## src/rtl/regfile_pkg.sv

```systemverilog
// ============================================================================
//  Module      : regfile_pkg
//  Description : Shared definitions for the multi-port register file.
//                Holds the default widths, a constant-evaluable ceil(log2)
//                helper and the register-address type.
//  Revision    : 1.0  initial release
// ============================================================================
`default_nettype none

package regfile_pkg;

    localparam int XLEN_DEF  = 32;
    localparam int NREGS_DEF = 32;

    // ceil(log2(value)). Usable in parameter expressions.
    function automatic int clog2(input int value);
        int r;
        r = 0;
        for (int i = 0; i < 31; i++) begin
            if ((1 << i) < value) begin
                r = i + 1;
            end
        end
        return r;
    endfunction

    localparam int AW_DEF = clog2(NREGS_DEF);

    typedef logic [AW_DEF-1:0] reg_addr_t;

endpackage

`default_nettype wire

```

## src/rtl/rf_scoreboard.sv

```systemverilog
// ============================================================================
//  Module      : rf_scoreboard
//  Description : Per-register pending-write scoreboard. A bit is set by an
//                issue and cleared by any enabled write to the same register.
//                If both happen on the same edge, the issue wins because it
//                represents a newer producer. Register 0 is never busy.
//                busy_cnt_o is the registered population count of the vector.
//  Revision    : 1.0  initial release
//
//  Ports
//    clk         clock, rising edge
//    rst         synchronous active-high reset
//    wr_en_i     write enables, one per write port
//    wr_addr_i   write addresses, port j in slice j
//    iss_en_i    issue strobe
//    iss_addr_i  register marked as pending by the issue
//    busy_o      current busy vector (bit 0 is always 0)
//    busy_cnt_o  number of busy registers
// ============================================================================
`default_nettype none

module rf_scoreboard
    import regfile_pkg::*;
#(
    parameter  int NREGS = NREGS_DEF,
    parameter  int NWP   = 2,
    localparam int AW    = clog2(NREGS)
) (
    input  logic              clk,
    input  logic              rst,
    input  logic [NWP-1:0]    wr_en_i,
    input  logic [NWP*AW-1:0] wr_addr_i,
    input  logic              iss_en_i,
    input  logic [AW-1:0]     iss_addr_i,
    output logic [NREGS-1:0]  busy_o,
    output logic [AW:0]       busy_cnt_o
);

    logic [NREGS-1:0] busy_q;
    logic [NREGS-1:0] busy_d;
    logic [AW:0]      busy_cnt_q;
    logic [AW:0]      busy_cnt_d;

    always_comb begin
        busy_d = busy_q;
        // Clears first, then the set, so a same-edge issue overrides a write.
        for (int j = 0; j < NWP; j++) begin
            if (wr_en_i[j]) begin
                busy_d[wr_addr_i[j*AW +: AW]] = 1'b0;
            end
        end
        if (iss_en_i) begin
            busy_d[iss_addr_i] = 1'b1;
        end
        busy_d[0] = 1'b0;
    end

    // Count the next-state vector so the registered count tracks busy_q.
    always_comb begin
        busy_cnt_d = '0;
        for (int r = 0; r < NREGS; r++) begin
            busy_cnt_d = busy_cnt_d + {{AW{1'b0}}, busy_d[r]};
        end
    end

    always_ff @(posedge clk) begin
        if (rst) begin
            busy_q     <= '0;
            busy_cnt_q <= '0;
        end else begin
            busy_q     <= busy_d;
            busy_cnt_q <= busy_cnt_d;
        end
    end

    assign busy_o     = busy_q;
    assign busy_cnt_o = busy_cnt_q;

endmodule

`default_nettype wire

```

## src/rtl/regfile_mp.sv

```systemverilog
// ============================================================================
//  Module      : regfile_mp
//  Description : Parametrised multi-port integer register file with optional
//                same-cycle write-to-read bypass and a pending-write
//                scoreboard. Register 0 reads as zero and is never busy.
//                Write conflicts resolve to the highest write-port index.
//  Revision    : 1.0  initial release
//
//  Ports
//    clk         clock, rising edge
//    rst         synchronous active-high reset
//    rd_addr_i   read addresses, port i in slice i
//    rd_data_o   read data (combinational)
//    rd_busy_o   addressed register has a pending write
//    wr_en_i     write enables
//    wr_addr_i   write addresses
//    wr_data_i   write data
//    iss_en_i    mark iss_addr_i as pending
//    iss_addr_i  register to mark
//    busy_cnt_o  registered count of busy registers
// ============================================================================
`default_nettype none

module regfile_mp
    import regfile_pkg::*;
#(
    parameter  int XLEN   = XLEN_DEF,
    parameter  int NREGS  = NREGS_DEF,
    parameter  int NRP    = 2,
    parameter  int NWP    = 2,
    parameter  int BYPASS = 1,
    localparam int AW     = clog2(NREGS)
) (
    input  logic                clk,
    input  logic                rst,
    input  logic [NRP*AW-1:0]   rd_addr_i,
    output logic [NRP*XLEN-1:0] rd_data_o,
    output logic [NRP-1:0]      rd_busy_o,
    input  logic [NWP-1:0]      wr_en_i,
    input  logic [NWP*AW-1:0]   wr_addr_i,
    input  logic [NWP*XLEN-1:0] wr_data_i,
    input  logic                iss_en_i,
    input  logic [AW-1:0]       iss_addr_i,
    output logic [AW:0]         busy_cnt_o
);

    logic [XLEN-1:0]  mem_q [NREGS];
    logic [XLEN-1:0]  mem_d [NREGS];
    logic [NREGS-1:0] busy;

    // Ascending port order: a later port overwrites an earlier one, giving
    // the highest index priority on address conflicts.
    always_comb begin
        for (int r = 0; r < NREGS; r++) begin
            mem_d[r] = mem_q[r];
        end
        for (int j = 0; j < NWP; j++) begin
            if (wr_en_i[j]) begin
                mem_d[wr_addr_i[j*AW +: AW]] = wr_data_i[j*XLEN +: XLEN];
            end
        end
        mem_d[0] = '0;
    end

    always_ff @(posedge clk) begin
        if (rst) begin
            for (int r = 0; r < NREGS; r++) begin
                mem_q[r] <= '0;
            end
        end else begin
            for (int r = 0; r < NREGS; r++) begin
                mem_q[r] <= mem_d[r];
            end
        end
    end

    for (genvar i = 0; i < NRP; i++) begin : g_rd
        logic [AW-1:0]   rd_addr;
        logic [XLEN-1:0] rd_val;
        logic            rd_hit;

        assign rd_addr = rd_addr_i[i*AW +: AW];

        always_comb begin
            rd_val = mem_q[rd_addr];
            rd_hit = 1'b0;
            if (BYPASS != 0) begin
                for (int j = 0; j < NWP; j++) begin
                    if (wr_en_i[j] && (wr_addr_i[j*AW +: AW] == rd_addr)) begin
                        rd_val = wr_data_i[j*XLEN +: XLEN];
                        rd_hit = 1'b1;
                    end
                end
            end
            if (rd_addr == '0) begin
                rd_val = '0;
                rd_hit = 1'b0;
            end
        end

        assign rd_data_o[i*XLEN +: XLEN] = rd_val;
        // A bypassed value is the result itself, so it is no longer pending.
        assign rd_busy_o[i] = busy[rd_addr] & ~rd_hit;
    end

    rf_scoreboard #(
        .NREGS (NREGS),
        .NWP   (NWP)
    ) u_scoreboard (
        .clk        (clk),
        .rst        (rst),
        .wr_en_i    (wr_en_i),
        .wr_addr_i  (wr_addr_i),
        .iss_en_i   (iss_en_i),
        .iss_addr_i (iss_addr_i),
        .busy_o     (busy),
        .busy_cnt_o (busy_cnt_o)
    );

endmodule

`default_nettype wire

```

## config.mk

```make
export PLATFORM = sky130hd
export DESIGN_NAME = regfile_mp
export DESIGN_NICKNAME = d
export VERILOG_FILES = /design/src/rtl/regfile_pkg.sv /design/src/rtl/rf_scoreboard.sv /design/src/rtl/regfile_mp.sv
export SDC_FILE = /design/constraint.sdc
export NUM_CORES = 2
export LEC_CHECK = 0
export ABC_AREA = 1
export CORE_MARGIN = 10
export CORE_UTILIZATION = 30
export DETAILED_ROUTE_END_ITERATION = 8
export SLEW_MARGIN = 20
export SYNTH_ARGS = -nofsm -noshare
export SYNTH_HDL_FRONTEND = slang
export SYNTH_HIERARCHICAL = 1
export SYNTH_SLANG_ARGS = --single-unit
```

## constraint.sdc

```tcl
create_clock -name clk -period 15.56 [get_ports clk]
set_input_delay 3.112 -clock clk [delete_from_list [all_inputs] [get_ports clk]]
set_output_delay 3.112 -clock clk [all_outputs]
set_load 0.03 [all_outputs]
```

Word level (Yosys, flattened, before mapping)
Memory sizes are Yosys's and may differ from the RTL's.
Index checks and enable logic that the tools add are counted.
- flip-flop bits (word level): 38
- RAM bits: 1024
- bits of input ports: 94
- output and inout bits: 72
- word-level logic and storage cells: 172
- memories kept: 1
- memory list (name ; words ; width ; read ports ; clocked after Yosys merged registers in ; wr ports ; RTL line ; text):
    mem_q ; 32 ; 32 ; 34 ; 0 ; 32 ; regfile_mp.sv:47 ; logic [XLEN-1:0] mem_q [NREGS];
- add/subtract/negate cells: 30
- order comparisons: 12
- equality and inequality tests: 4
- muxes and demuxes: 68
- bitwise gates (word level): 43
- reductions and logical operators: 11
- operator list (kind ; count):
    bitwise mux 1024 bit ; 2
    2-to-1 mux 32 bit ; 43
    2-to-1 mux 1024 bit ; 1
    2-to-1 mux 992 bit ; 1
    demux 32 bit (select 5 bit) ; 2
    adder 6 x 1 -> 6 bit ; 29
    bitwise AND 32 bit ; 2
    NOT 32 bit ; 2
    OR 1 bit ; 32
    OR 32 bit ; 1
    < comparator 5 x 6 -> 1 bit, second input constant ; 5
    equality test 5 bit ; 4
    demux 1 bit (select 5 bit) ; 3
    >= comparator 5 x 1 -> 1 bit, second input constant ; 3
    2-to-1 mux 1 bit ; 14
    >= comparator 6 bit, second input constant ; 2
    < comparator 6 x 1 -> 1 bit, second input constant ; 2
    NOT 5 -> 6 bit ; 2
    binary-select mux 1 bit (select 5 bit) ; 2
    logical NOT 5 bit ; 2
    logical AND 1 bit ; 9
    adder 1 x 1 -> 2 bit ; 1
    bitwise AND 1 bit ; 2
    NOT 1 bit ; 2

Depth between registers and ports, before layout
- word-level depth: 41
- gate-level depth with buffers: 23
- depth with buffers taken out: 23

By module
Netlist, hierarchy kept.
- modules (own cells, without submodules) (module ; instances ; cells each ; area each (µm²) ; sequential area each (µm²)):
    regfile_mp ; 1 ; 11839 ; 67895.1 ; 19859.0
    rf_scoreboard ; 1 ; 375 ; 2623.8 ; 740.7

Least setup slack after synthesis
OpenSTA, ideal clock, no wires.
- path type: in2reg
- start point: input wr_addr_i[5]
- end point: register u_scoreboard.busy_cnt_q[4] (netlist: u_scoreboard/busy_cnt_o[4])
- setup time: 0.116 ns
- arrival: 8.135 ns
- data required time: 15.444 ns
- path slack: 7.309 ns
- stages on the path: 22
- buffers on the path: 0
- cells stage by stage: nand2_1 -> nor2_1 -> nand2_1 -> nand3_1 -> nand2_1 -> fa_1 -> inv_1 -> fa_1 -> fa_1 -> inv_1 -> fa_1 -> inv_1 -> fa_1 -> inv_1 -> fa_1 -> fa_1 -> fa_1 -> nand2_1 -> nand2_1 -> a21oi_1 -> and2_1 -> nor2_1
- elaborated cells between the ends (all ways): 40
- classes of those cells: add/sub: 30; order compare: 2; mux: 4; bitwise: 3; reduce/logical: 1
- RTL lines (item ; RTL line ; text):
    start, declared ; regfile_mp.sv:40 ; input logic [NWP*AW-1:0] wr_addr_i,
    < comparator 5 x 6 -> 1 bit (not written as such) or >= comparator 5 x 1 -> 1 bit (tied branches) ; rf_scoreboard.sv:49 ; busy_d[wr_addr_i[j*AW +: AW]] = 1'b0;
    logical AND 1 bit (not written as such) ; rf_scoreboard.sv:49 ;
    2-to-1 mux 1 bit (not written as such) ; rf_scoreboard.sv:49 ;
    demux 1 bit (select 5 bit) * ; n/a ;
    NOT 32 bit (no source line) * ; n/a ;
    bitwise AND 32 bit (no source line) * ; n/a ;
    2-to-1 mux 32 bit * ; rf_scoreboard.sv:48 ; if (wr_en_i[j]) begin
    OR 32 bit (no source line) ; n/a ;
    2-to-1 mux 32 bit * ; rf_scoreboard.sv:52 ; if (iss_en_i) begin
    named net u_scoreboard.busy_d[27] ; rf_scoreboard.sv:40 ; logic [NREGS-1:0] busy_d;
    adder 6 x 1 -> 6 bit * (5 in a row) ; rf_scoreboard.sv:62 ; busy_cnt_d = busy_cnt_d + {{AW{1'b0}}, busy_d[r]};
    end signal, assigned ; rf_scoreboard.sv:72 ; busy_cnt_q <= busy_cnt_d;
    end, declared ; rf_scoreboard.sv:41 ; logic [AW:0] busy_cnt_q;
The timed path passes the listed nets; every way through them passes the cells marked *.
A chain may end at the register's enable or synchronous reset.

Worst setup path in the final report
- start point: input rd_addr_i[5]
- end point: output rd_data_o[50]
- longest elaborated chain between the ends: 5
- elaborated cells between the ends (all ways): 9
- classes of those cells: eq/ne: 2; mux: 3; reduce/logical: 3; memory: 1
- RTL lines (item ; RTL line ; text):
    start, declared ; regfile_mp.sv:36 ; input logic [NRP*AW-1:0] rd_addr_i,
    branches (longest 4 deep; another with memory read (32 x 32 bit)) ; n/a ;
    2-to-1 mux 32 bit * ; regfile_mp.sv:95 ; if (rd_addr == '0) begin
    end, declared ; regfile_mp.sv:37 ; output logic [NRP*XLEN-1:0] rd_data_o,
Every way passes the cells marked *.

==> Flow_metrics.wiki <==
{| class="wikitable"
! Metric !! Value
|-
| Result of the run || finished, final reports clean
|-
| Worst Path Required || 12.45 ns
|-
| Flip-flop and latch count after synthesis || 1029
|-
| Drt first pass iters || 9
|-
| Number of cell rows || 177
|-
| Met3 Resource Use GR || 0.0773
|-
| Area fraction of the dominant cell type after synthesis || 0.292
|-
| Fraction of power spent switching nets || 0.325
|-
| Pin count of the biggest net entering global routing || approximately 180
|-
| Number of setup buffers added after CTS || 0
|-
| Remaining global-route overflow || 0
|-
| Combined area of all synthesized cells || between 0.07 and 0.08 mm²
|-
| Kind of path behind the tightest hold check || reg -> reg
|-
| Number of CTS-inserted buffers || 132
|-
| Via-per-instance ratio || around 5.6
|-
| First-pass GRT wire length || roughly 520000 µm
|-
| Final Net Count || between 10000 and 15000
|-
| Final Util || 0.335
|-
| Internal || between 4 and 5 mW
|-
| Clock sink count || slightly above 1000
|-
| GR peak layer || met2
|-
| Clock tree from TritonCTS || built
|-
| Number of I/O port buffers || about 170
|-
| Placeable core region || 0.233 mm²
|-
| Net switching power || ~2.3 mW
|-
| Register Area || 0.0206 mm²
|-
| Post-route design area || 0.0781 mm²
|-
| Cell at the root of the clock tree || sky130_fd_sc_hd__clkbuf_16
|-
| Synthesized netlist net count || roughly 12000
|-
| LEAKAGE || ~35 nW
|-
| RSZ-0062 raised after global routing || false
|-
| Max transition margin || 0.0819
|-
| Antenna violations before repair || 29
|-
| # Max-Cap Violations || 0
|-
| Highest Clock Rate || 0.0868 GHz
|-
| Die boundary height || approximately 500 µm
|-
| Minimum clock period || 11.52 ns
|-
| Worst Clk Skew || 0.00493 ns
|-
| Critical setup path kind || in -> out
|-
| Top_reg_cell synth || sky130_fd_sc_hd__dfxtp_1
|-
| Fraction of layout instances using a drive strength above 1 || 0.0471
|-
| Cts-stage hold buffer count || 0
|-
| Fraction of registers with async set or reset after synthesis || 0
|-
| DP HPWL || 208000 µm
|-
| PwrDens || ~92 mW/mm²
|-
| Number of hold violations in the final report || 0
|-
| Via count of the first global-routing pass || 73900
|-
| Detailed-route DRC error count || 0
|-
| Count of yosys warnings during synthesis || 6
|-
| Post-CTS resize count || 0
|-
| Critical path capture point type || output pin
|-
| Accumulated negative setup slack || 0 ns
|-
| Number of H-tree branching levels || 4
|-
| Die width || 505 µm
|-
| Via count || between 80000 and 90000
|-
| Clock Path Buffers || 3
|-
| Cell type with the highest aggregate area in the netlist || sky130_fd_sc_hd__dfxtp_1
|-
| Startpoint kind of the worst setup timing path || input port
|-
| Top Ports || 166
|-
| Part of the power in registers || 0.377
|-
| Initial cell density of the core || 0.302
|-
| Detail Route Antenna Nets || 0
|-
| CP Max Fanout || between 100 and 150
|-
| Clk pin slew, worst setup/hold paths || roughly 0.06 ns
|-
| Final setup viols || 0
|-
| Final worst-path cycle share || 0.740
|-
| Routing usage on met1 || 0.345
|-
| Routing usage on met2 || 0.385
|-
| Footprint of the multi-input gates || roughly 0.04 mm²
|-
| Cell count after synthesis || between 10000 and 15000
|-
| Weighted congestion reported at the end of routability-driven placement || just over 0.9
|-
| Worst IR drop on VDD || around 0.13 mV
|-
| Count of cell types in the netlist || 33
|-
| Data arrival time of the critical path || roughly 8.4 ns
|-
| Skew-Pair Late Insertion Delay || about 0.8 ns
|-
| Clock Power Share || 0.437
|-
| Count of routing violations after the opening detailed-route iteration || approximately 13000
|-
| Number of inserted filler cells in the final layout || about 26000
|-
| Combinational cell fraction of total power || 0.187
|-
| Total track usage || 0.269
|-
| Die outline area || between 0.2 and 0.3 mm²
|-
| Slew @ Worst Pin || 1.38 ns
|-
| Number of enable-type register cells in the synthesized netlist || 0
|-
| Final WL || 365000 µm
|-
| Hold WS || 0.487 ns
|-
| Area Overhead vs Synth || 10.8%
|-
| Post-Synthesis Mean Instance Area || slightly below 6 µm²
|-
| Dpl cell area || ~0.074 mm²
|-
| Max Transition Viols Final || 0
|-
| Sequential area share after synthesis || 0.292
|-
| Internal reg-to-reg setup slack || slightly above 10 ns
|-
| Routed length per placed instance || 24.5 µm
|-
| Top cells by area, synth || sky130_fd_sc_hd__dfxtp_1 29%, sky130_fd_sc_hd__nand2_1 19%, sky130_fd_sc_hd__nand3_1 13%, sky130_fd_sc_hd__o21ai_0 11%, sky130_fd_sc_hd__a21oi_1 8.7%
|}
## routing by layer
| layer | vias up | routed length, µm |
|---|---|---|
| li1 | 38500 | - |
| met1 | 37600 | 140000 |
| met2 | 6050 | 146000 |
| met3 | 1408 | 48200 |
| met4 | 24 | 30000 |
| met5 | - | 170 |
## worst max-delay path: stages
cell and delay [ns]:
sky130_fd_sc_hd__buf_8 0.20, sky130_fd_sc_hd__inv_8 0.67, sky130_fd_sc_hd__buf_4 0.86, sky130_fd_sc_hd__buf_4 0.91
sky130_fd_sc_hd__nand2_1 0.10, sky130_fd_sc_hd__nand3_1 0.12, sky130_fd_sc_hd__nand2_1 0.07, sky130_fd_sc_hd__nand2_1 0.05
sky130_fd_sc_hd__nand3_1 0.08, sky130_fd_sc_hd__nand3_1 0.13, sky130_fd_sc_hd__nand3_1 0.15, sky130_fd_sc_hd__a21oi_1 0.83
sky130_fd_sc_hd__clkdlybuf4s50_1 0.87
## per-stage QoR
| stage | power, mW | setup slack [ns] | cells |
|---|---|---|---|
| 3_3_place_gp | 4.05 | 4.53 | 14600 |
| 3_5_place_dp | 4.05 | 4.57 | 14600 |
| 2_1_floorplan | 3.56 | 7.31 | 12200 |
| 6_report | 7.22 | 4.04 | 14900 |
| 4_1_cts | 7.16 | 4.54 | 14800 |
| 5_1_grt | 7.39 | 4.06 | 14800 |
## path summary, 6_finish.rpt
path	from	end	cells past startpoint
setup / recovery	rd_addr_i[5]	rd_data_o[50]	13
hold / removal	mem_q[20][3]	mem_q[20][3]	2
setup reg to reg	u_scoreboard/busy_o[9]	u_scoreboard/busy_cnt_o[4]	19
hold reg to reg	mem_q[20][3]	mem_q[20][3]	2
## synthesized netlist by cell type, types with 5 or more instances
cell	n
sky130_fd_sc_hd__nand2_1	3487
sky130_fd_sc_hd__nand3_1	1869
sky130_fd_sc_hd__o21ai_0	1512
sky130_fd_sc_hd__inv_1	1265
sky130_fd_sc_hd__a21oi_1	1222
sky130_fd_sc_hd__dfxtp_1	1029
sky130_fd_sc_hd__clkbuf_1	853
sky130_fd_sc_hd__nor2_1	281
sky130_fd_sc_hd__o211ai_1	173
sky130_fd_sc_hd__buf_2	152
sky130_fd_sc_hd__buf_1	109
sky130_fd_sc_hd__mux2i_1	77
sky130_fd_sc_hd__o21ai_1	43
sky130_fd_sc_hd__fa_1	23
sky130_fd_sc_hd__inv_2	20
sky130_fd_sc_hd__a311oi_1	12
sky130_fd_sc_hd__nor3_2	12
sky130_fd_sc_hd__nor3_1	11
sky130_fd_sc_hd__clkinv_1	10
sky130_fd_sc_hd__nor2_2	10
sky130_fd_sc_hd__ha_1	7
sky130_fd_sc_hd__a221oi_1	6
sky130_fd_sc_hd__and2_1	6
sky130_fd_sc_hd__buf_4	6
sky130_fd_sc_hd__nand2_2	5
## sequential cells by signal, indices dropped and copies added, names as in the netlist
name and count:
mem_q 992, u_scoreboard/busy_cnt_o 6, u_scoreboard/busy_o 31
## area by class of cell
cell class	instances	area share
clock buffers	201	0.0500
inverters	1295	0.0629
multi-input cells	8770	0.524
clock inverters	31	0.00474
diodes	15	0.000480
repair buffers	384	0.0444
well taps	3132	0.0502
flip-flops and latches	1029	0.264
## cells by family (layout without fill, tap and decap cells)
kind of cell,count (synthesis),in the layout,synth area share
simple gates,5691,5691,0.340
fa+ha+maj,30,30,0.00777
other cells,1,16,0.0000532
flops,1029,1029,0.292
mux,77,77,0.0109
compound gates,2971,2971,0.218
buf+inv,2415,1911,0.132
## placed cells by master (no fill, tap or decap), types with 5 or more instances in the layout
cell	n
sky130_fd_sc_hd__a311oi_1	12
sky130_fd_sc_hd__nand2_1	3469
sky130_fd_sc_hd__diode_2	15
sky130_fd_sc_hd__inv_1	1237
sky130_fd_sc_hd__nand3_1	1865
sky130_fd_sc_hd__mux2i_1	77
sky130_fd_sc_hd__buf_4	208
sky130_fd_sc_hd__inv_6	5
sky130_fd_sc_hd__dfxtp_1	1029
sky130_fd_sc_hd__o21ai_0	1512
sky130_fd_sc_hd__nor3_2	12
sky130_fd_sc_hd__nor2_1	265
sky130_fd_sc_hd__clkinv_8	5
sky130_fd_sc_hd__clkbuf_8	28
sky130_fd_sc_hd__inv_8	5
sky130_fd_sc_hd__clkinv_1	7
sky130_fd_sc_hd__nand2_4	11
sky130_fd_sc_hd__bufinv_16	5
sky130_fd_sc_hd__inv_2	40
sky130_fd_sc_hd__nor3_1	11
sky130_fd_sc_hd__ha_1	7
sky130_fd_sc_hd__buf_12	11
sky130_fd_sc_hd__nand2_2	12
sky130_fd_sc_hd__clkbuf_16	136
sky130_fd_sc_hd__nor2_4	19
sky130_fd_sc_hd__o21ai_1	43
sky130_fd_sc_hd__nor2_2	9
sky130_fd_sc_hd__o211ai_1	173
sky130_fd_sc_hd__fa_1	23
sky130_fd_sc_hd__buf_8	5
sky130_fd_sc_hd__clkinv_2	16
sky130_fd_sc_hd__and2_1	6
sky130_fd_sc_hd__a221oi_1	6
sky130_fd_sc_hd__clkdlybuf4s50_1	153
sky130_fd_sc_hd__a21oi_1	1220
sky130_fd_sc_hd__clkbuf_1	39
## power groups by stage
| stage | registers, mW | logic [mW] | clock network, mW |
|---|---|---|---|
| after global placement | 2.78 | 1.28 | 0 |
| after CTS | 2.72 | 1.28 | 3.15 |
| after detailed placement | 2.78 | 1.28 | 0 |
| after floorplan | 2.77 | 0.785 | 0 |
| after global routing | 2.72 | 1.42 | 3.24 |
| final | 2.72 | 1.35 | 3.15 |
Note: power is estimated with default switching activity, not from simulation.
